### src/rtl/pipe_hazard_ctrl_if.sv
// Decode/execute hazard-control bundle: decode instruction fields, pipe
// events and writeback in; issue/stall/flush, mul/div handshake and scoreboard out.
interface pipe_hazard_ctrl_if #(
  parameter int NREG  = 32,
  parameter int CNT_W = 32
);
  localparam int RW = $clog2(NREG);

  logic            d_valid;
  logic [RW-1:0]   d_rs1;
  logic [RW-1:0]   d_rs2;
  logic            d_use_rs1;
  logic            d_use_rs2;
  logic [RW-1:0]   d_rd;
  logic            d_wen;
  logic            d_is_load;
  logic            d_is_muldiv;
  logic            mem_busy;
  logic            branch;
  logic            wb_valid;
  logic [RW-1:0]   wb_dst;
  logic            wb_long;

  logic            issue;
  logic            stall_d;
  logic            flush_d;
  logic            md_start;
  logic            md_busy;
  logic [NREG-1:0] pending;
  logic [CNT_W-1:0] stall_cnt;

  modport master (
    output d_valid, d_rs1, d_rs2, d_use_rs1, d_use_rs2, d_rd, d_wen,
           d_is_load, d_is_muldiv, mem_busy, branch, wb_valid, wb_dst, wb_long,
    input  issue, stall_d, flush_d, md_start, md_busy, pending, stall_cnt
  );

  modport slave (
    input  d_valid, d_rs1, d_rs2, d_use_rs1, d_use_rs2, d_rd, d_wen,
           d_is_load, d_is_muldiv, mem_busy, branch, wb_valid, wb_dst, wb_long,
    output issue, stall_d, flush_d, md_start, md_busy, pending, stall_cnt
  );
endinterface

### src/rtl/pipe_hazard_ctrl.sv
// Decode-to-execute issue controller: long-latency scoreboard, shared mul/div
// sequencer, stall/flush/issue generation and a saturating stall counter.
module pipe_hazard_ctrl #(
  parameter int NREG       = 32,
  parameter int MULDIV_LAT = 4,
  parameter int CNT_W      = 32
) (
  input  logic              clk,
  input  logic              reset,
  pipe_hazard_ctrl_if.slave bus
);
  localparam int MW = $clog2(MULDIV_LAT);
  localparam logic [MW-1:0] MD_LAST = MW'(MULDIV_LAT - 1);

  typedef enum logic {S_IDLE, S_BUSY} md_state_e;

  md_state_e        r_md_state;
  md_state_e        w_md_state_nxt;
  logic [MW-1:0]    r_md_cnt;
  logic [NREG-1:0]  r_pending;
  logic [NREG-1:0]  w_set_vec;
  logic [NREG-1:0]  w_clr_vec;
  logic [CNT_W-1:0] r_stall_cnt;
  logic w_raw, w_waw, w_struct, w_hazard, w_md_busy;
  logic w_issue, w_stall, w_flush, w_md_start, w_cnt_en;

  function automatic logic [CNT_W-1:0] sat_inc(input logic [CNT_W-1:0] v);
    return (&v) ? v : v + CNT_W'(1);
  endfunction

  assign w_md_busy = (r_md_state == S_BUSY);
  assign w_raw     = (bus.d_use_rs1 & r_pending[bus.d_rs1]) |
                     (bus.d_use_rs2 & r_pending[bus.d_rs2]);
  assign w_waw     = bus.d_wen & r_pending[bus.d_rd];
  assign w_struct  = bus.d_is_muldiv & w_md_busy;
  assign w_hazard  = w_raw | w_waw | w_struct;

  // Combinational outputs stay low while reset is held, whatever decode presents
  always_comb begin
    w_issue = 1'b0;
    w_stall = 1'b0;
    w_flush = 1'b0;
    if (reset) begin
      if (bus.branch) begin
        w_flush = 1'b1;
      end else if (bus.mem_busy) begin
        w_stall = 1'b1;
      end else if (bus.d_valid && w_hazard) begin
        w_stall = 1'b1;
      end else begin
        w_issue = bus.d_valid;
      end
    end
  end

  always_comb begin
    w_md_state_nxt = r_md_state;
    w_md_start     = 1'b0;
    case (r_md_state)
      S_IDLE: begin
        if (w_issue && bus.d_is_muldiv) begin
          w_md_start     = 1'b1;
          w_md_state_nxt = S_BUSY;
        end
      end
      S_BUSY: begin
        if (r_md_cnt == MD_LAST) w_md_state_nxt = S_IDLE;
      end
      default: w_md_state_nxt = S_IDLE;
    endcase
  end

  // Set is OR-ed in after the clear so a newer producer keeps its register
  assign w_set_vec = (w_issue && bus.d_wen && (bus.d_is_load || bus.d_is_muldiv) &&
                      (bus.d_rd != '0)) ? (NREG'(1) << bus.d_rd) : '0;
  assign w_clr_vec = (bus.wb_valid && bus.wb_long && (bus.wb_dst != '0)) ?
                     (NREG'(1) << bus.wb_dst) : '0;
  assign w_cnt_en  = bus.d_valid & w_stall & ~bus.branch;

  always_ff @(posedge clk or negedge reset) begin
    if (!reset) begin
      r_md_state  <= S_IDLE;
      r_md_cnt    <= '0;
      r_pending   <= '0;
      r_stall_cnt <= '0;
    end else begin
      r_md_state  <= w_md_state_nxt;
      r_md_cnt    <= (w_md_busy && (r_md_cnt != MD_LAST)) ? r_md_cnt + MW'(1) : '0;
      r_pending   <= (r_pending & ~w_clr_vec) | w_set_vec;
      if (w_cnt_en) r_stall_cnt <= sat_inc(r_stall_cnt);
    end
  end

  assign bus.issue     = w_issue;
  assign bus.stall_d   = w_stall;
  assign bus.flush_d   = w_flush;
  assign bus.md_start  = w_md_start;
  assign bus.md_busy   = w_md_busy;
  assign bus.pending   = r_pending;
  assign bus.stall_cnt = r_stall_cnt;
endmodule

### src/flat_wrapper.sv
// flat-port wrapper written by rule: the top's interface ports become plain ports
module pipe_hazard_ctrl_flat 
#(
  parameter int NREG       = 32,
  parameter int MULDIV_LAT = 4,
  parameter int CNT_W      = 32
)
  (clk, reset, bus_d_valid, bus_d_rs1, bus_d_rs2, bus_d_use_rs1, bus_d_use_rs2, bus_d_rd, bus_d_wen, bus_d_is_load, bus_d_is_muldiv, bus_mem_busy, bus_branch, bus_wb_valid, bus_wb_dst, bus_wb_long, bus_issue, bus_stall_d, bus_flush_d, bus_md_start, bus_md_busy, bus_pending, bus_stall_cnt);
  pipe_hazard_ctrl_if #(.NREG(NREG), .CNT_W(CNT_W)) bus_i ();
  input  logic clk;
  input  logic reset;
  input wire logic [$bits(bus_i.d_valid)-1:0] bus_d_valid;
  input wire logic [$bits(bus_i.d_rs1)-1:0] bus_d_rs1;
  input wire logic [$bits(bus_i.d_rs2)-1:0] bus_d_rs2;
  input wire logic [$bits(bus_i.d_use_rs1)-1:0] bus_d_use_rs1;
  input wire logic [$bits(bus_i.d_use_rs2)-1:0] bus_d_use_rs2;
  input wire logic [$bits(bus_i.d_rd)-1:0] bus_d_rd;
  input wire logic [$bits(bus_i.d_wen)-1:0] bus_d_wen;
  input wire logic [$bits(bus_i.d_is_load)-1:0] bus_d_is_load;
  input wire logic [$bits(bus_i.d_is_muldiv)-1:0] bus_d_is_muldiv;
  input wire logic [$bits(bus_i.mem_busy)-1:0] bus_mem_busy;
  input wire logic [$bits(bus_i.branch)-1:0] bus_branch;
  input wire logic [$bits(bus_i.wb_valid)-1:0] bus_wb_valid;
  input wire logic [$bits(bus_i.wb_dst)-1:0] bus_wb_dst;
  input wire logic [$bits(bus_i.wb_long)-1:0] bus_wb_long;
  output wire logic [$bits(bus_i.issue)-1:0] bus_issue;
  output wire logic [$bits(bus_i.stall_d)-1:0] bus_stall_d;
  output wire logic [$bits(bus_i.flush_d)-1:0] bus_flush_d;
  output wire logic [$bits(bus_i.md_start)-1:0] bus_md_start;
  output wire logic [$bits(bus_i.md_busy)-1:0] bus_md_busy;
  output wire logic [$bits(bus_i.pending)-1:0] bus_pending;
  output wire logic [$bits(bus_i.stall_cnt)-1:0] bus_stall_cnt;
  assign bus_i.d_valid = bus_d_valid;
  assign bus_i.d_rs1 = bus_d_rs1;
  assign bus_i.d_rs2 = bus_d_rs2;
  assign bus_i.d_use_rs1 = bus_d_use_rs1;
  assign bus_i.d_use_rs2 = bus_d_use_rs2;
  assign bus_i.d_rd = bus_d_rd;
  assign bus_i.d_wen = bus_d_wen;
  assign bus_i.d_is_load = bus_d_is_load;
  assign bus_i.d_is_muldiv = bus_d_is_muldiv;
  assign bus_i.mem_busy = bus_mem_busy;
  assign bus_i.branch = bus_branch;
  assign bus_i.wb_valid = bus_wb_valid;
  assign bus_i.wb_dst = bus_wb_dst;
  assign bus_i.wb_long = bus_wb_long;
  assign bus_issue = bus_i.issue;
  assign bus_stall_d = bus_i.stall_d;
  assign bus_flush_d = bus_i.flush_d;
  assign bus_md_start = bus_i.md_start;
  assign bus_md_busy = bus_i.md_busy;
  assign bus_pending = bus_i.pending;
  assign bus_stall_cnt = bus_i.stall_cnt;
  pipe_hazard_ctrl #(.NREG(NREG), .MULDIV_LAT(MULDIV_LAT), .CNT_W(CNT_W)) u_core (.clk(clk), .reset(reset), .bus(bus_i));
endmodule
### config.mk
export PLATFORM = sky130hd
export DESIGN_NAME = pipe_hazard_ctrl_flat
export DESIGN_NICKNAME = d
export VERILOG_FILES = /design/src/rtl/pipe_hazard_ctrl_if.sv /design/src/rtl/pipe_hazard_ctrl.sv /design/src/flat_wrapper.sv
export SDC_FILE = /design/constraint.sdc
export NUM_CORES = 1
export LEC_CHECK = 0
export CAP_MARGIN = 20
export CORE_ASPECT_RATIO = 0.8
export CORE_MARGIN = 10
export CORE_UTILIZATION = 30
export CTS_BUF_LIST = sky130_fd_sc_hd__clkbuf_8
export DETAILED_ROUTE_END_ITERATION = 6
export GPL_ROUTABILITY_DRIVEN = 0
export HOLD_SLACK_MARGIN = 0.08
export SLEW_MARGIN = 40
export SYNTH_ARGS = -nofsm -noshare
export SYNTH_HDL_FRONTEND = slang
export SYNTH_SLANG_ARGS = --single-unit
### constraint.sdc
create_clock -name clk -period 5.2 [get_ports clk]
set_clock_uncertainty 0.2 [all_clocks]
set_input_delay 1.04 -clock clk [delete_from_list [all_inputs] [get_ports clk]]
set_output_delay 1.04 -clock clk [all_outputs]
set_load 0.02 [all_outputs]
# --- Yosys cells after proc, flatten, opt, wreduce, memory -nomap -nowiden ---
# Index checks and enable logic that the tools add are counted.
word_totals:
  register_bits: 67
  output_inout_bits: 69
  wordCells: 64
op_classes:
  add_sub_neg: 2
  n_lt_le_gt_ge: 3
  n_eq_ne: 2
  n_shift: 2
  n_mux: 23
  bitwise_logic: 15
  n_reduce_logical: 13
op_table:
  columns: ["cell", "count"]
  rows:
  - ["$mux W32", 2]
  - ["$shl A1 B5 Y32 const A", 2]
  - ["$add A32 B1 Y32 const B", 1]
  - ["$and A32 B32 Y32", 1]
  - ["$not A32 Y32", 1]
  - ["$or A32 B32 Y32", 1]
  - ["$reduce_and A32 Y1", 1]
  - ["$lt A5 B6 Y1 const B", 3]
  - ["$mux W1", 16]
  - ["$bmux W1 S5", 3]
  - ["$reduce_bool A5 Y1", 2]
  - ["$logic_and A1 B1 Y1", 8]
  - ["$and A1 B1 Y1", 6]
  - ["$not A1 Y1", 3]
  - ["$or A1 B1 Y1", 3]
  - ["$add A2 B1 Y2 const B", 1]
  - ["$eq A2 B2 Y1 const B", 1]
  - ["$mux W2", 1]
  - ["$ne A2 B2 Y1 const B", 1]
  - ["$pmux W1 S2", 1]
  - ["$reduce_and A2 Y1", 1]
  - ["$logic_or A1 B1 Y1", 1]

# --- Longest topological paths before layout ---
# Gate-level depths: netlist of run 1.
logic_depth:
  word_depth: 16
  mapped_depth: 10
  depth_no_buf: 8

# --- Worst setup path before layout of run 1 ---
# No wires, ideal clock.
synth_path:
  path_type: "in2out"
  startpoint: "input port bus_d_rs2[1]"
  endpoint: "output port bus_md_start"
  arrival_time_ns: 3.810
  required_time_ns: 3.960
  slack_ns: 0.150
  stages: 9
  n_path_buf: 2
  cell_sequence: "clkbuf_1 mux4_2 mux2_2 a221o_1 nand4_1 nand4_2 clkbuf_1 nor3_1 and3_1"
synth_between:
  elab_chain_len: 14
synth_rtl:
  columns: ["item", "line", "text"]
  rows:
  - ["start, declared", "flat_wrapper.sv:14", "input wire logic [$bits(bus_i.d_rs2)-1:0] bus_d_rs2;"]
  - ["$bmux W1 S5", "pipe_hazard_ctrl.sv:33", "(bus.d_use_rs2 & r_pending[bus.d_rs2]);"]
  - ["$mux W1 (implied by the code)", "pipe_hazard_ctrl.sv:33", null]
  - ["$and A1 B1 Y1", "pipe_hazard_ctrl.sv:33", null]
  - ["$or A1 B1 Y1", "pipe_hazard_ctrl.sv:32", "assign w_raw = (bus.d_use_rs1 & r_pending[bus.d_rs1]) |"]
  - ["$or A1 B1 Y1 (2 in series)", "pipe_hazard_ctrl.sv:36", "assign w_hazard = w_raw | w_waw | w_struct;"]
  - ["$logic_and A1 B1 Y1", "pipe_hazard_ctrl.sv:48", "end else if (bus.d_valid && w_hazard) begin"]
  - ["$mux W1", "pipe_hazard_ctrl.sv:48", null]
  - ["$mux W1", "pipe_hazard_ctrl.sv:46", "end else if (bus.mem_busy) begin"]
  - ["$mux W1", "pipe_hazard_ctrl.sv:44", "if (bus.branch) begin"]
  - ["$mux W1", "pipe_hazard_ctrl.sv:43", "if (reset) begin"]
  - ["via bus_issue", "flat_wrapper.sv:26", "output wire logic [$bits(bus_i.issue)-1:0] bus_issue;"]
  - ["$logic_and A1 B1 Y1", "pipe_hazard_ctrl.sv:61", "if (w_issue && bus.d_is_muldiv) begin"]
  - ["$mux W1", "pipe_hazard_ctrl.sv:61", null]
  - ["$mux W1", "pipe_hazard_ctrl.sv:59", "case (r_md_state)"]
  - ["end, declared", "flat_wrapper.sv:29", "output wire logic [$bits(bus_i.md_start)-1:0] bus_md_start;"]
# The timed path passes the listed nets, and every way through them passes these cells. The select of a mux whose other input is x is not followed.

# --- Worst setup path after layout of run 1 ---
layout_path:
  startpoint: "input port bus_d_rs2[0]"
  endpoint: "output port bus_md_start"
layout_between:
  elab_chain_len: 14
layout_rtl:
  columns: ["item", "line"]
  rows:
  - ["$bmux W1 S5", "pipe_hazard_ctrl.sv:33"]
  - ["$mux W1 (implied by the code)", "pipe_hazard_ctrl.sv:33"]
  - ["$and A1 B1 Y1", "pipe_hazard_ctrl.sv:33"]
  - ["$or A1 B1 Y1", "pipe_hazard_ctrl.sv:32"]
  - ["$or A1 B1 Y1 (2 in series)", "pipe_hazard_ctrl.sv:36"]
  - ["$logic_and A1 B1 Y1", "pipe_hazard_ctrl.sv:48"]
  - ["$mux W1", "pipe_hazard_ctrl.sv:48"]
  - ["$mux W1", "pipe_hazard_ctrl.sv:46"]
  - ["$mux W1", "pipe_hazard_ctrl.sv:44"]
  - ["$mux W1", "pipe_hazard_ctrl.sv:43"]
  - ["$logic_and A1 B1 Y1", "pipe_hazard_ctrl.sv:61"]
  - ["$mux W1", "pipe_hazard_ctrl.sv:61"]
  - ["$mux W1", "pipe_hazard_ctrl.sv:59"]
# Every way passes these cells. The select of a mux whose other input is x is not followed.

==> key figures, run 1 <==
Clocking
  • Clk slew on worst S/H paths: 80 ps
  • Post-CTS setup buffer count: 0
  • CTS Sinks: 67
  • Clk_lat worst skew: around 360 ps
  • Htree depth: 3
  • CTS Buffer Depth: 2
  • TritonCTS clock tree: built
  • Cts bufs inserted: 9
  • CTS Hold Bufs: 0
  • Root buf cell: clkbuf_8

Min path
  • Worst Hold Class: reg2reg
  • Worst-case hold path end point: u_core.r_md_cnt[0]
  • Hold path cells: 1
  • Min-delay src: u_core.r_md_cnt[0]

Synthesis
  • Ys Warns: 0
  • Area leader, netlist: dfrtp_1
  • Seq/Total Area, Yosys: 0.410
  • Post-synth EDFFs: 0
  • Synth area leaders: dfrtp_1 41%, mux4_2 11%, o21ai_0 7.1%
  • Mapped Avg Cell Area: between 10 and 15 µm²
  • #FFs+latches synth: 67
  • Mapped Area: ~4100 µm²
  • Syn Inst Count: about 410
  • Syn nets: 443
  • Ys async rst share: 1.00
  • Yosys top cell area share: 0.410
  • Prevailing post-synth register cell: dfrtp_1
  • Synth unique cells: 46

Drt
  • Vias: approximately 3800
  • Initial DRC count: roughly 430
  • Wire per inst: roughly 20 µm
  • Drt pass-1 iters: 5
  • Drt total wl: 14.3 mm
  • ANT nets after route: 0
  • Via density per instance: between 5 and 6
  • Residual DRC: 0

Die
  • Die area: ~19000 µm²
  • Die Span X: approximately 150 µm
  • Rows: 38
  • IO Count: 101
  • Floorplan core area: between 10000 and 15000 µm²
  • Starting Density: 0.304
  • Chip height: about 120 µm

STA
  • Final Hold Viols: 0
  • Slew HR: 0.576
  • Max Freq: roughly 200 MHz
  • Min Tclk post-route: around 5000 ps
  • Setup Viol. Count Final: 0
  • RSZ-0062 raised after global routing: false
  • Post-route setup slack: ~240 ps
  • Worst slew pin tran: 636 ps
  • Max-slew violation count: 0
  • Period Utilization, post-route: 0.954

Critical path
  • Worst r2r path cells: 9
  • Critical Path RT: between 3000 and 4000 ps
  • Arrival time at the worst endpoint: 3720 ps
  • Worst Setup Path Type: in2out
  • Worst Setup Start Kind: input port
  • CP max FO: 3
  • R2R Setup Slk: about 1700 ps
  • Reg-to-reg critical path endpoint: u_core.bus.pending[13]
  • CP endpoint kind: primary output
  • RR Startpoint: u_core.bus.pending[14]
  • CP startpoint: bus_d_rs2[0]

Pwr
  • Net Sw Power: approximately 440 µW
  • Sw Share: 0.333
  • Leak: around 0.0021 µW
  • Sequential power share: 0.456
  • Logic pwr share: 0.228
  • Pwr Total: 1310 µW
  • Peak supply drop: approximately 0.00011 V
  • Pint: around 870 µW
  • Clock Power Share: 0.316
  • PwrDens: approximately 240 nW/µm²

Global route
  • Largest net degree at the start of global routing: roughly 70
  • First-pass GRT wire length: between 20 and 25 mm
  • Overall Global Routing Usage: 0.151
  • Antenna violations before repair: 0
  • GRT overflow: 0
  • Vias in the first global route: 3755

Finish
  • Layout Nets: 543
  • Filler cell count: between 1000 and 1500
  • Most common cell after layout, fill and taps aside: clkdlybuf4s50_1
  • Most frequent cells in the layout: 96 x clkdlybuf4s50_1, 67 x dfrtp_1, 58 x o21ai_0
  • Layout cells sized above 1: 0.128
  • Register area: between 1500 and 2000 µm²
  • N_diodes: 0
  • Multi-input logic area: ~2300 µm²
  • Area grow syn2layout: 35.2%

Flow run
  • Max Cap Viol: 0

Placed design
  • Place WS: -47.9 ps
  • IO Port Bufs: 100
  • DPL Wire Length: approximately 11 mm

Status
  • Status: finished clean
## cell usage after synthesis (8+ instances only)
cell / instances
clkbuf_1: 21
dfrtp_1: 67
mux2i_1: 16
mux4_2: 20
nand2_1: 22
nand3_1: 15
nand3b_1: 9
nand4_1: 8
nor2_1: 16
nor3_1: 18
o21ai_0: 58
o21ai_1: 24
o41ai_1: 8
xnor2_1: 31
## stage by stage
step	hold slack (ps)	instances	util	setup TNS (ps)	area (µm²)
2_1_floorplan	208	409	-	0	4090
3_3_place_gp	218	678	0.397	-104	5340
3_5_place_dp	228	678	0.397	-63.9	5340
4_1_cts	239	694	0.411	0	5530
5_1_grt	246	694	0.411	0	5530
6_report	236	694	0.411	0	5530
## metal layers
layer,wire [µm],track usage,share of wire,vias up
met5,0,0,0,-
met4,123,0.0360,0.0086,0
met3,1420,0.0450,0.10,13
met2,6390,0.217,0.45,181
met1,6330,0.214,0.44,1848
li1,-,-,-,1751
## worst max-delay path by stage
stage	depth (start not counted)	end	slack (ps)
floorplan	9	bus_md_start	150
global placement	9	bus_md_start	-70
detailed placement	9	bus_md_start	-50
CTS	10	bus_stall_d	80
global route	9	bus_md_start	110
finish	9	bus_md_start	240
## logic make-up (layout without fill, tap and decap cells)
logic type               after synthesis  in the layout  synth area share
flip-flops                            67             67             0.410
XOR/XNOR                              31             31            0.0664
AO/OA/AOI/OAI                        108            108             0.152
AND/OR/NAND/NOR                      133            133             0.180
buffers and inverters                 30            135            0.0303
multiplexers                          38             38             0.155
adder cells (fa/ha/maj)                2              2           0.00612
## registers in the layout, indices dropped and copies added (netlist names)
name / flops
u_core.bus.stall_cnt: 32
u_core.bus.md_busy: 1
u_core.bus.pending: 32
u_core.r_md_cnt: 2
## critical path: stages
cell and delay [ps]:
clkdlybuf4s50_1 550, mux4_2 510, mux2_2 280, a221o_1 340, nand4_1 110, nand4_2 120, nor3_1 240, and3_1 180
dlygate4sd2_1 340
## layout make-up
cell class	instances	share of cell area
multi-input combinational	312	0.414
sequential	67	0.303
timing repair buffer	115	0.206
tap	180	0.0407
clock buffer	9	0.0224
clock inverter	7	0.0113
inverter	4	0.00271
## power by group through the flow
stage	Combinational [µW]	Clock, µW	Sequential (µW)
global route	326	456	601
CTS	302	433	596
floorplan	126	0	626
global placement	299	0	603
finish	298	414	597
detailed placement	302	0	606
## what timing repair did
action                     CTS  global route
pin swaps                    0             0
gates resized for setup      2             1
setup endpoints to repair    2             1
(Power assumes the default switching activity.)
==> run 2, diff against run 1 <==
--- a/config.mk
+++ b/config.mk
@@ -7,10 +7,11 @@
 export LEC_CHECK = 0
 export CAP_MARGIN = 20
 export CORE_ASPECT_RATIO = 0.8
-export CORE_MARGIN = 10
+export CORE_MARGIN = 2
 export CORE_UTILIZATION = 30
 export CTS_BUF_LIST = sky130_fd_sc_hd__clkbuf_8
 export DETAILED_ROUTE_END_ITERATION = 6
+export DONT_BUFFER_PORTS = 1
 export GPL_ROUTABILITY_DRIVEN = 0
 export HOLD_SLACK_MARGIN = 0.08
 export SLEW_MARGIN = 40
==> run 2 against run 1 <==
Against the previous run:
- hold slack worse by 62 ps
- routed wire length shrank 14%
- combinational power fell by 53%
- via count shrank 9.8%
==> key figures, run 2 (synthesis results as in run 1) <==
Global route
  • Largest net degree at the start of global routing: 71
  • GR met2 Demand/Resource: 0.255
  • Busiest layer in global routing: met2
  • Vias in the first global route: roughly 3400
  • Antenna violations before repair: 0
  • Overall Global Routing Usage: 0.171
  • Met1 Track Usage GR: 0.233
  • GRT overflow: 0
  • First-pass GRT wire length: 19.4 mm
  • Met3 Use GR: 0.0581

Placed design
  • IO Port Bufs: 0
  • DPL Wire Length: about 9.1 mm
  • Dpl cell area: between 4000 and 5000 µm²

Clocking
  • Cts bufs inserted: 9
  • Root buf cell: clkbuf_8
  • TritonCTS clock tree: built
  • Clk_lat worst skew: approximately 350 ps
  • CTS Hold Bufs: 0
  • CTS Buffer Depth: 2
  • Clk slew on worst S/H paths: approximately 90 ps
  • Htree depth: 3
  • Post-CTS sizing: 0
  • CTS Sinks: 67
  • Post-CTS setup buffer count: 0

Status
  • Status: finished clean

Die
  • Rows: 38
  • Chip height: roughly 110 µm
  • IO Count: between 100 and 150
  • Die area: between 10000 and 15000 µm²
  • Die Span X: about 130 µm
  • Floorplan core area: roughly 13000 µm²
  • Starting Density: 0.304

Drt
  • Drt pass-1 iters: 7
  • ANT nets after route: 0
  • Residual DRC: 0
  • Drt total wl: about 12 mm
  • Vias: around 3400
  • Initial DRC count: 331
  • Wire per inst: 21.1 µm
  • Via density per instance: ~5.9

Finish
  • Filler cell count: around 1400
  • Fin area: between 4000 and 5000 µm²
  • Area grow syn2layout: 8.87%
  • Layout Nets: approximately 430
  • Most frequent cells in the layout: 67 x dfrtp_1, 58 x o21ai_0, 31 x xnor2_1
  • Post-Route Utilization: 0.331
  • Layout cells sized above 1: 0.132
  • Multi-input logic area: around 2300 µm²
  • N_diodes: 0
  • Most common cell after layout, fill and taps aside: dfrtp_1
  • Register area: between 1500 and 2000 µm²

STA
  • Setup Viol. Count Final: 0
  • Slew HR: 0.534
  • Max-slew violation count: 0
  • Hold slack: 175 ps
  • Period Utilization, post-route: 0.836
  • Final Hold Viols: 0
  • Min Tclk post-route: 4350 ps
  • Max Freq: 230 MHz
  • RSZ-0062 raised after global routing: false
  • Worst slew pin tran: around 700 ps
  • TNS Setup: 0 ps

Flow run
  • Max Cap Viol: 0

Critical path
  • Arrival time at the worst endpoint: between 3000 and 4000 ps
  • Critical Path RT: 3960 ps
  • Cell-by-cell trace of the critical path: mux4_2, mux2_2, a221o_1, nand4_1, nand4_2, nor3_1, buf_4, and3_1
  • Worst Setup Start Kind: input port
  • Largest stage delay, worst path: ~470 ps
  • CP max FO: 9
  • CP endpoint kind: primary output
  • Worst Setup Path Type: in2out
  • Worst r2r path cells: 8
  • Slowest CP cell: mux4_2

Pwr
  • Pwr Total: around 1300 µW
  • Peak supply drop: around 0.00012 V
  • PwrDens: 284 nW/µm²
  • Leak: approximately 0.0016 µW

Min path
  • Worst Hold Class: in2async
[run 2: changes by cell type in the layout (fill, tap and decap cells not counted), sizes merged]
cell,change
bufinv,+2
clkinvlp,-1
buf,-13
clkdlybuf4s50,-96
dlymetal6s2s,-1
dlygate4sd2,-2
clkinv,+3
inv,-4
[run 2: metrics by stage]
step	cells	setup slack, ps
final	582	853
after global routing	582	774
after CTS	582	858
after detailed placement	566	861
after global placement	566	874
after floorplan	409	150
[run 2: area by class of cell]
| cell class | instances | area share |
|---|---|---|
| Sequential cell | 67 | 0.377 |
| Timing Repair Buffer | 3 | 0.00506 |
| Inverter | 4 | 0.00337 |
| Clock inverter | 7 | 0.0225 |
| Multi-Input combinational cell | 312 | 0.514 |
| Clock buffer | 9 | 0.0278 |
| Tap cell | 180 | 0.0506 |
[run 2: final timing paths]
| kind | end | startpoint | slack (ps) |
|---|---|---|---|
| max in group asynchronous | u_core.bus.pending[0] | reset | 4470 |
| worst min register to register | u_core.r_md_cnt[0] | u_core.r_md_cnt[0] | 240 |
| worst max register to register | u_core.bus.pending[15] | u_core.bus.pending[15] | 1740 |
| worst max-delay path | bus_md_start | bus_d_rs2[0] | 850 |
| min in group clk | u_core.r_md_cnt[0] | u_core.r_md_cnt[0] | 240 |
| worst min-delay path | u_core.bus.pending[26] | reset | 170 |
[run 2: critical path: cells and delay by family]
family,cells,cell delay (ps)
AOI/OAI and AO/OA,1,340
and+or+nand+nor,4,780
muxes,2,750
buffers and inverters,1,190
[run 2: layer usage]
layer	part of all wire	wire length, µm	up-vias
met5	0	0	-
met4	0.019	231	0
met3	0.096	1180	19
met2	0.44	5380	179
met1	0.45	5490	1703
li1	-	-	1522
[run 2: power breakdown]
group          leakage [µW]  internal [µW]  switching (µW)
Clock              0.000114            273             220
Sequential         0.000924            553            79.4
Combinational      0.000589           62.0            78.0
